**src/rtl/touch_event_encoder.sv**
```systemverilog
// Debounces the MPR121 electrode bitmap on periodic sample ticks and queues {key, press} edge events in a small FIFO.
// Optional build macro TOUCH_EVENT_TIMESTAMP_EN adds a 16-bit tick timestamp to every queued event.
//
// state    | meaning
// ST_IDLE  | no key has an unreported edge
// ST_SCAN  | edges pending and FIFO has room: push the lowest pending key this cycle
// ST_STALL | edges pending but FIFO full: hold pending bits until the consumer pops
module touch_event_encoder #(
    parameter int NUM_KEYS         = 12,
    parameter int TICK_CYCLES      = 100000,
    parameter int DEBOUNCE_SAMPLES = 3,
    parameter int FIFO_DEPTH       = 8
) (
    input  logic                        clk_in,
    input  logic                        rst_n_in,
    input  logic [NUM_KEYS-1:0]         touch_status_in,
    input  logic                        touch_valid_in,
    output logic                        event_valid_out,
    input  logic                        event_ready_in,
    output logic [3:0]                  event_key_out,
    output logic                        event_press_out,
    output logic [NUM_KEYS-1:0]         stable_keys_out,
    output logic [$clog2(FIFO_DEPTH):0] fifo_count_out
`ifdef TOUCH_EVENT_TIMESTAMP_EN
    ,
    output logic [15:0]                 event_time_out
`endif
);

    localparam int TW = (TICK_CYCLES > 2) ? $clog2(TICK_CYCLES) : 1;
    localparam int PW = $clog2(FIFO_DEPTH);
    localparam int CW = PW + 1;
`ifdef TOUCH_EVENT_TIMESTAMP_EN
    localparam int EW = 5 + 16;
`else
    localparam int EW = 5;
`endif

    typedef enum logic [1:0] {ST_IDLE, ST_SCAN, ST_STALL} state_t;

    state_t              r_state;
    state_t              w_state_nxt;
    logic [TW-1:0]       r_tick_cnt;
    logic                w_tick;
    logic [NUM_KEYS-1:0] r_stable;
    logic [NUM_KEYS-1:0] r_pending;
    logic [NUM_KEYS-1:0] w_toggle;
    logic [NUM_KEYS-1:0] w_clr;
    logic [NUM_KEYS-1:0] w_pend_nxt;
    logic [2:0]          r_deb_cnt     [NUM_KEYS];
    logic [2:0]          w_deb_cnt_nxt [NUM_KEYS];
    logic [3:0]          w_sel;
    logic                w_sel_press;
    logic [EW-1:0]       r_mem [FIFO_DEPTH];
    logic [EW-1:0]       w_push_data;
    logic [EW-1:0]       w_head;
    logic [PW-1:0]       r_wr_ptr;
    logic [PW-1:0]       r_rd_ptr;
    logic [CW-1:0]       r_count;
    logic [CW-1:0]       w_count_nxt;
    logic                w_push;
    logic                w_pop;
    logic                w_valid;

    // Prescaler freezes while the controller's bitmap is not valid.
    assign w_tick = touch_valid_in && (r_tick_cnt == TW'(TICK_CYCLES - 1));

    always_ff @(posedge clk_in or negedge rst_n_in) begin
        if (!rst_n_in) begin
            r_tick_cnt <= '0;
        end else if (touch_valid_in) begin
            r_tick_cnt <= w_tick ? '0 : r_tick_cnt + TW'(1);
        end
    end

    always_comb begin
        w_toggle = '0;
        for (int k = 0; k < NUM_KEYS; k++) begin
            w_deb_cnt_nxt[k] = r_deb_cnt[k];
            if (w_tick) begin
                if (touch_status_in[k] != r_stable[k]) begin
                    if (r_deb_cnt[k] == 3'(DEBOUNCE_SAMPLES - 1)) begin
                        w_toggle[k]      = 1'b1;
                        w_deb_cnt_nxt[k] = '0;
                    end else begin
                        w_deb_cnt_nxt[k] = r_deb_cnt[k] + 3'd1;
                    end
                end else begin
                    w_deb_cnt_nxt[k] = '0;
                end
            end
        end
    end

    always_ff @(posedge clk_in or negedge rst_n_in) begin
        if (!rst_n_in) begin
            r_stable <= '0;
            for (int k = 0; k < NUM_KEYS; k++) begin
                r_deb_cnt[k] <= '0;
            end
        end else begin
            r_stable <= r_stable ^ w_toggle;
            for (int k = 0; k < NUM_KEYS; k++) begin
                r_deb_cnt[k] <= w_deb_cnt_nxt[k];
            end
        end
    end

    always_comb begin
        w_sel       = '0;
        w_sel_press = 1'b0;
        for (int k = NUM_KEYS - 1; k >= 0; k--) begin
            if (r_pending[k]) begin
                w_sel       = 4'(k);
                w_sel_press = r_stable[k];
            end
        end
    end

    // Clear before toggle: a fresh flip on the bit being scanned leaves it set.
    assign w_clr      = w_push ? (NUM_KEYS'(1) << w_sel) : '0;
    assign w_pend_nxt = (r_pending & ~w_clr) ^ w_toggle;

    always_ff @(posedge clk_in or negedge rst_n_in) begin
        if (!rst_n_in) begin
            r_pending <= '0;
        end else begin
            r_pending <= w_pend_nxt;
        end
    end

    assign w_valid = (r_count != '0);
    assign w_pop   = w_valid && event_ready_in;
    assign w_push  = (r_state == ST_SCAN);

    always_comb begin
        w_count_nxt = r_count;
        case ({w_push, w_pop})
            2'b10:   w_count_nxt = r_count + CW'(1);
            2'b01:   w_count_nxt = r_count - CW'(1);
            default: w_count_nxt = r_count;
        endcase
    end

    // State mirrors next-cycle pending/full flags so SCAN pushes without extra latency.
    always_comb begin
        w_state_nxt = ST_IDLE;
        if (w_pend_nxt != '0) begin
            w_state_nxt = (w_count_nxt == CW'(FIFO_DEPTH)) ? ST_STALL : ST_SCAN;
        end
    end

    always_ff @(posedge clk_in or negedge rst_n_in) begin
        if (!rst_n_in) begin
            r_state  <= ST_IDLE;
            r_count  <= '0;
            r_wr_ptr <= '0;
            r_rd_ptr <= '0;
        end else begin
            r_state <= w_state_nxt;
            r_count <= w_count_nxt;
            if (w_push) begin
                r_wr_ptr <= r_wr_ptr + PW'(1);
            end
            if (w_pop) begin
                r_rd_ptr <= r_rd_ptr + PW'(1);
            end
        end
    end

`ifdef TOUCH_EVENT_TIMESTAMP_EN
    logic [15:0] r_time;

    always_ff @(posedge clk_in or negedge rst_n_in) begin
        if (!rst_n_in) begin
            r_time <= '0;
        end else if (w_tick) begin
            r_time <= r_time + 16'd1;
        end
    end

    assign w_push_data    = {r_time, w_sel, w_sel_press};
    assign event_time_out = w_valid ? w_head[20:5] : '0;
`else
    assign w_push_data = {w_sel, w_sel_press};
`endif

    always_ff @(posedge clk_in) begin
        if (w_push) begin
            r_mem[r_wr_ptr] <= w_push_data;
        end
    end

    assign w_head          = r_mem[r_rd_ptr];
    assign event_valid_out = w_valid;
    assign event_key_out   = w_valid ? w_head[4:1] : '0;
    assign event_press_out = w_valid ? w_head[0] : 1'b0;
    assign stable_keys_out = r_stable;
    assign fifo_count_out  = r_count;

endmodule
```
**config.mk**
```make
export PLATFORM = sky130hd
export DESIGN_NAME = touch_event_encoder
export DESIGN_NICKNAME = d
export VERILOG_FILES = /design/src/rtl/touch_event_encoder.sv
export SDC_FILE = /design/constraint.sdc
export NUM_CORES = 1
export LEC_CHECK = 0
export ABC_AREA = 1
export CORE_ASPECT_RATIO = 0.8
export CORE_MARGIN = 1
export CORE_UTILIZATION = 40
export DETAILED_ROUTE_END_ITERATION = 10
export SYNTH_ARGS = -nofsm -noshare
export SYNTH_HDL_FRONTEND = slang
export SYNTH_SLANG_ARGS = --single-unit
```
**constraint.sdc**
```tcl
create_clock -name clk_in -period 4.3 [get_ports clk_in]
set_input_delay 0.86 -clock clk_in [delete_from_list [all_inputs] [get_ports clk_in]]
set_output_delay 0.86 -clock clk_in [all_outputs]
set_load 0.01 [all_outputs]
```
[After elaboration in Yosys (flattened, before gate mapping)]
Memory sizes are Yosys's and may differ from the RTL's.
Index checks and enable logic that the tools add are counted.
Storage, ports and cells
  memory bits (writable): 40
  output and inout bits: 22
  memories: 1
  input bits: 16
  bits in registers: 89
  word-level logic and storage cells: 168
Cells by class
  bitwise gates (word level): 4
  shift-type cells: 1
  muxes and demuxes: 93
  reductions and logical operators: 4
  add/subtract/negate cells: 17
  eq/ne operators: 29
Memory list
  r_mem: depth 8, bits a word 5, read ports 1, clocked after memory_dff 0, wr ports 1, RTL line 54  | logic [EW-1:0] r_mem [FIFO_DEPTH];
Operator list (number)
  two-way mux 3 bit: 24
  two-way mux 4 bit: 13
  two-way mux 1 bit: 51
  adder 3 x 1 -> 3 bit, second input constant: 14
  == test 3 x 2 -> 1 bit, second input constant: 12
  bitwise XOR 12 bit: 2
  adder 17 x 1 -> 17 bit, second input constant: 1
  == test 17 bit, second input constant: 1
  two-way mux 17 bit: 1
  AND 12 bit: 1
  two-way mux 12 bit: 1
  != test 1 bit: 12
  inverter 12 bit: 1
  nonzero test 12 bit: 1
  << shifter 1 x 4 -> 12 bit, first input constant: 1
  one-hot mux 4 bit (2 select lines): 1
  adder 4 x 1 -> 4 bit, second input constant: 1
  == test 2 x 1 -> 1 bit, second input constant: 2
  == test 4 bit, second input constant: 1
  two-way mux 2 bit: 2
  nonzero test 4 bit: 1
  subtractor 4 x 1 -> 4 bit, second input constant: 1
  == test 2 bit, second input constant: 1
  logical AND 1 bit: 2

[Depth between registers and ports, before layout]
Gate-level depths: netlist (run 1).
  depth after elaboration: 19
  gate-level depth with buffers: 18
  gate-level depth less buffers: 18

[Least setup slack after synthesis (run 1)]
OpenSTA, ideal clock, no wires.
  kind: reg2reg
  from: register r_count[0], in the netlist fifo_count_out[0]
  to: register r_state[1]
  path slack: 1.575 ns
  library setup time: 0.077 ns
  arrival time: 2.647 ns
  required time: 4.223 ns
  stages on the path, launching flop included: 16
  path through: dfrtp_1 nor4_1 inv_1 nand2_1 inv_1 ha_1 ha_1 nand2_1 nor2_1 a211oi_1 o21ai_0 a21o_1 xor2_1 nor4_1 inv_1 a21oi_1
On the way
  cells in the longest elaborated chain, start to end: 7
  elaborated cells on any way between the ends: 10
  those cells by class: add/sub (2); eq/ne (3); mux (3); reduce/logical (2)
Ends and longest elaborated chain
  start: declaration: RTL line 59  | logic [CW-1:0] r_count;
  start signal: assignment: RTL line 161  | r_count <= w_count_nxt;
  nonzero test 4 bit *: RTL line 132  | assign w_valid = (r_count != '0);
  via event_valid_out: RTL line 18  | output logic event_valid_out,
  logical AND 1 bit *: RTL line 133  | assign w_pop = w_valid && event_ready_in;
  via w_pop: RTL line 62  | logic w_pop;
  == test 2 x 1 -> 1 bit / == test 2 bit (equally long branches): RTL line 138  | case ({w_push, w_pop})
  one-hot mux 4 bit (2 select lines) *: RTL line 138
  == test 4 bit *: RTL line 149  | w_state_nxt = (w_count_nxt == CW'(FIFO_DEPTH)) ? ST_STALL : ST_SCAN;
  two-way mux 2 bit *: RTL line 149
  two-way mux 2 bit *: RTL line 148  | if (w_pend_nxt != '0) begin
  via w_state_nxt[1]: RTL line 42  | state_t w_state_nxt;
  end signal: assignment: RTL line 160  | r_state <= w_state_nxt;
  end: declaration: RTL line 41  | state_t r_state;
The timed path passes the listed nets; every way through them passes the cells marked *.
A chain may end at the register's enable or synchronous reset.

[Worst setup path in the final report (run 1)]
  from: register r_rd_ptr[0]
  to: output port event_key_out[2]
On the way
  cells in the longest elaborated chain, start to end: 2
Ends and longest elaborated chain
  start: declaration: RTL line 58  | logic [PW-1:0] r_rd_ptr;
  start signal: assignment: RTL line 166  | r_rd_ptr <= r_rd_ptr + PW'(1);
  memory read (8 x 5 bit)
  two-way mux 4 bit: RTL line 196  | assign event_key_out = w_valid ? w_head[4:1] : '0;
  end: declaration: RTL line 20  | output logic [3:0] event_key_out,
No other way between the ends.

==> impl_metrics.yaml, run 1 <==
status:
  status: "finished, final reports clean"
job:
  max_cap_violations: 0
clock_network:
  clk_pin_slew_ns: 0.06
  numCtsBuffers: 17
  cts_hold_buf: 0
  cts_root_buf: "clkbuf_16"
  cts_tree: "built"
  cts_resized: 0
  clkLatencyLatePin_ns: 0.42
  clk_path_buf_depth: 2
  post_cts_buffers: 0
  cts_max_level: 4
  cts_num_sinks: 129
floorplanning:
  fp.coreArea_um2: 15900
  io_pins: 38
  core.rowCount: 41
  start_util_pct: 41.4
  die_area_um2: 17000
  die_w_um: 145
  die_y_um: 117
grt:
  grt.total_usage_pct: 19.3
  overflow: 0
  antenna_found_initial: 0
  grt_pass1_vias: 5321
  grt_max_degree: 68
  grt_pass1_wl_mm: 25.5
logic_synthesis:
  yosysTopAreaCellShare_pct: 33.9
  yosys-top-cells-area: "dfrtp_1 34%, edfxtp_1 18%, nand2_1 7.5%"
  ys_warn_count: 0
  yosysTopAreaCell: "dfrtp_1"
  yosysMostFrequentCell: "nand2_1"
  seq_area_frac_synth_pct: 52.1
  async_flop_share_pct: 69.0
  syn-cell-area_um2: 6580
  synth_common_cells: "132 x nand2_1, 108 x inv_1, 89 x dfrtp_1"
  netlist-cell-type-count: 47
  syn_area_per_cell_um2: 8.82
  ys.flop_type: "dfrtp_1"
  ys_seq_elements: 129
  syn_nets: 769
  synthCells: 746
  synth_edf_count: 40
placed_design:
  post-place-ws_ns: 0.870
  port-buffer-count: 37
  place_hpwl_mm: 10.6
  dpl_cell_area_um2: 7180
  routabilityCongestion: 0.896
sta:
  clock.fmax_mhz: 285
  min_period_over_period_pct: 81.5
  setup_viol: 0
  setup-tns-final_ns: 0
  fin_skew_ns: 0.00723
  whs_ns: 0.464
  tightest_slew_ns: 0.867
  hold_viol_final: 0
  slew_headroom_pct: 42.2
  slew_violations: 0
  rsz0062_at_grt: "false"
  fin_crit_ns: 3.50
  fin_ws_ns: 0.795
routing:
  drt_iter0_markers: 300
  drc: 0
  drt_first_pass_iters: 4
  wl_per_cell_um: 14.5
  routed_via_density: 5.07
  vias: 5162
  wl_mm: 14.8
  drtAntennaViolNets: 0
layout:
  post-route-cell-area_um2: 7780
  insertedDiodeCount: 0
  finalNetCount: 814
  n_fill_cell: 1469
  layout-drive-gt1-share_pct: 8.83
  areaGrowthSynthToFinish_pct: 18.2
  multi_input_area_um2: 2650
  seqCellArea_um2: 3430
worst_setup_path:
  rr_startpoint: "fifo_count_out[1]"
  required_ns: 3.44
  worstSetupPathType: "flip-flop to primary output"
  crit_path_end_kind: "primary output"
  cp.arrival_ns: 2.64
  critPathLaunchType: "flip-flop"
  crit_start: "r_rd_ptr[0]"
  critPathMaxFanout: 22
min_path:
  min_from: "r_tick_cnt[14]"
  hp-class: "flip-flop to flip-flop"
pwr:
  irDropWorstVdd_mv: 0.318
  leakagePower_nw: 3.49
  power_density_nw_per_um2: 622
cell type report:
class | instances | area share [%]
clock buffer | 23 | 6.40
clock inverter | 9 | 1.32
inverter | 116 | 5.66
multi-input combinational | 487 | 34.1
sequential | 129 | 44.1
tap | 215 | 3.46
timing repair buffer | 40 | 5.02
layout by cell type (no fill, tap or decap), types with 20 or more instances in the layout:
cell type,synthesis,layout
nand2_1,132,132
inv_1,108,108
dfrtp_1,89,89
nor2_1,79,79
o21ai_0,60,60
edfxtp_1,40,40
clkdlybuf4s50_1,0,36
nand3_1,32,32
a21oi_1,23,23
xnor2_1,20,20
through the flow:
step / cells / util, % / power (mW)
2_1_floorplan: 746 / - / 2.87
3_3_place_gp: 987 / 45.1 / 3.36
3_5_place_dp: 987 / 45.1 / 3.41
4_1_cts: 1019 / 48.9 / 4.88
5_1_grt: 1019 / 48.9 / 5.17
6_report: 1019 / 48.9 / 4.84
cell families after synthesis:
family                   count (synthesis)  share of synthesized area [%]
XOR/XNOR                                37                           4.93
AO/OA/AOI/OAI                          130                           11.5
flip-flops                             129                           52.1
multiplexers                             1                          0.171
buffers and inverters                  130                           7.61
adder cells (fa/ha/maj)                  7                           1.45
AND/OR/NAND/NOR                        312                           22.2
final timing paths:
check	to	slack, ns	cells past startpoint
max	event_key_out[2]	0.80	7
min	r_tick_cnt[14]	0.46	1
max reg2reg	r_state[1]	1.20	15
min reg2reg	r_tick_cnt[14]	0.46	1
max in group asynchronous	stable_keys_out[2]	2.92	2
min in group asynchronous	r_tick_cnt[7]	0.55	1
power by group:
part / switching, mW / leakage (nW) / internal (mW) / total (mW)
logic: 1.07 / 1.75 / 0.562 / 1.63
registers: 0.132 / 1.43 / 1.62 / 1.75
clock network: 0.528 / 0.299 / 0.926 / 1.45
total: 1.73 / 3.49 / 3.11 / 4.84
sequential cells by signal (all words and copies together) (netlist names):
register	cells
fifo_count_out	4
r_deb_cnt	36
r_mem	40
r_pending	12
r_rd_ptr	3
r_state	2
r_tick_cnt	17
r_wr_ptr	3
stable_keys_out	12
critical path, cell delays in order, from the launching register on:
cell and delay, ns:
dfrtp_1 0.36, buf_4 0.21, inv_1 0.48, o21ai_0 0.19
o22ai_1 0.16, o21ai_0 0.11, a31oi_1 0.16, clkdlybuf4s50_1 0.55
routing by layer:
layer / track usage, % / share of wire [%] / vias up
met5: 0 / 0 / -
met4: 7.16 / 1.4 / 0
met3: 5.47 / 4.4 / 23
met2: 30.4 / 45 / 100
met1: 25.5 / 49 / 2473
li1: - / - / 2566
Note: power is estimated with default switching activity, not from simulation.
==> run 2, diff against run 1 <==
- clock period: 4.3 -> 3 ns (I/O delays scaled with it)
==> run 2 against run 1 <==
Against the previous run: via count is 2.3% higher; first-iteration DRC count increased by 17%; critical endpoint is now r_state[1]; largest cell class unchanged; sequential share of layout area decreased by 0.72 points; die area did not move.
==> impl_metrics.yaml, run 2 (synthesis results as in run 1) <==
layout:
  n_fill_cell: 1433
  insertedDiodeCount: 0
  areaGrowthSynthToFinish_pct: 20.2
  final_cell_mix: "132 x nand2_1, 106 x inv_1, 89 x dfrtp_1, 79 x nor2_1, 60 x o21ai_0"
  finalNonFillerCells: 1032
  post-route-cell-area_um2: 7910
  finalNetCount: 827
  reg_top3: "r_mem x40, r_deb_cnt x36, r_tick_cnt x17"
  layout_commonest_cell: "nand2_1"
  layout-drive-gt1-share_pct: 10.9
  largest_register: "r_mem"
  largest_register_ffs: 40
floorplanning:
  die_y_um: 117
  io_pins: 38
  die_w_um: 145
  die_area_um2: 17000
  start_util_pct: 41.4
  fp.coreArea_um2: 15900
  core.rowCount: 41
clock_network:
  numCtsBuffers: 17
  cts_tree: "built"
  clk_pin_slew_ns: 0.06
  cts_root_buf: "clkbuf_16"
  cts_hold_buf: 0
  clk_path_buf_depth: 2
  cts_max_level: 4
  clkLatencyLatePin_ns: 0.43
  cts_num_sinks: 129
grt:
  grt_max_degree: 50
  grt.total_usage_pct: 18.4
  antenna_found_initial: 0
  grt_pass1_vias: 5038
  overflow: 0
  grt_pass1_wl_mm: 24.2
routing:
  wl_met2_mm: 6.52
  highest_layer: "met4"
  vias: 5281
  drt_first_pass_iters: 5
  drtAntennaViolNets: 0
  wl_mm: 14.5
  wl_per_cell_um: 14.1
  drc: 0
  wl_met1_mm: 7.17
  drt_iter0_markers: 351
  routed_via_density: 5.12
  dr_wl_met3_um: 633
sta:
  fin_skew_ns: 0.00958
  clock.fmax_mhz: 355
  fin_crit_ns: 2.82
  hold_viol_final: 0
  tightest_slew_ns: 0.636
  min_period_over_period_pct: 94.0
  setup_viol: 0
  slew_headroom_pct: 57.2
  slew_violations: 0
worst_setup_path:
  path_cells: "nor4_1 -> inv_1 -> nand2_1 -> inv_1 -> ha_1 -> ha_1 -> nand2_1 -> nor2_1 -> a211oi_2 -> o21ai_0 -> a21o_1 -> xor2_1 -> nor4_2 -> inv_1 -> a21oi_1"
  required_ns: 3.35
  critPathMaxFanout: 4
  crit_path_end_kind: "flip-flop"
  critPathMaxStageDelay_ns: 0.41
  path_common_cell: "inv_1"
  cp.arrival_ns: 3.17
  slowest_stage: "dfrtp_1"
  worstSetupPathType: "flip-flop to flip-flop"
  critPathLaunchType: "flip-flop"
job:
  max_cap_violations: 0
placed_design:
  routabilityCongestion: 0.853
  dpl.cell_count: 999
  port-buffer-count: 37
  place_hpwl_mm: 10.5
  dpl_cell_area_um2: 7280
pwr:
  power_density_nw_per_um2: 890
  leakagePower_nw: 3.55
  irDropWorstVdd_mv: 0.491
status:
  status: "finished, final reports clean"
min_path:
  hp-class: "input pin to asynchronous set/reset pin"
run 2: final cells by class:
cell class | count | area (µm²) | area share [%]
clock buffers | 19 | 464 | 5.87
clock inverters | 13 | 133 | 1.68
inverters | 116 | 448 | 5.66
multi-input cells | 487 | 2660 | 33.7
flip-flops and latches | 129 | 3430 | 43.4
well taps | 215 | 269 | 3.40
repair buffers | 53 | 504 | 6.38
run 2: critical path: cells and delay by family (launching register included):
| family | cells | cell delay (ns) |
|---|---|---|
| compound gates | 4 | 0.63 |
| xor+xnor | 1 | 0.16 |
| fa+ha+maj | 2 | 0.57 |
| buf+inv | 3 | 0.23 |
| flops | 1 | 0.41 |
| simple gates | 5 | 0.75 |
run 2: layer usage:
layer,GRT usage [%],up-vias
met5,0,-
met1,24.7,2542
li1,-,2603
met4,8.21,0
met2,28.7,118
met3,4.10,18
run 2: power breakdown:
group	internal [mW]	switching (mW)
Combinational	0.891	1.57
Clock	1.29	0.784
Sequential	2.33	0.177
run 2: through the flow:
step / setup WS [ns] / total power [mW] / hold slack [ns] / util (%) / TNS [ns]
5_1_grt: -0.0515 / 7.51 / 0.196 / 49.7 / -0.0515
6_report: 0.180 / 7.04 / 0.157 / 49.7 / 0
2_1_floorplan: 0.275 / 4.11 / 0.304 / - / 0
3_3_place_gp: -0.0137 / 4.89 / 0.463 / 45.8 / -0.0137
4_1_cts: 0.0277 / 7.02 / 0.167 / 49.5 / 0
3_5_place_dp: -0.103 / 4.92 / 0.467 / 45.8 / -0.124
run 2: final timing paths:
path,startpoint,slack [ns],to,cells past startpoint
max,fifo_count_out[0],0.18,r_state[1],15
min,rst_n_in,0.16,r_tick_cnt[6],1
max reg2reg,fifo_count_out[0],0.18,r_state[1],15
min reg2reg,r_tick_cnt[14],0.48,r_tick_cnt[14],1
max in group asynchronous,rst_n_in,2.18,r_rd_ptr[1],2
min in group clk_in,r_tick_cnt[14],0.48,r_tick_cnt[14],1
run 2: timing repair:
| action | CTS | global route |
|---|---|---|
| buffers inserted | 0 | 1 |
| setup endpoints to repair | 0 | 7 |
| gates resized for setup | 0 | 5 |
==> run 3, diff against run 2 <==
- CTS_CLUSTER_DIAMETER: not set -> 200
==> results of run 3 <==
No change in the layout: final DEF, timing and power equal those of run 2.
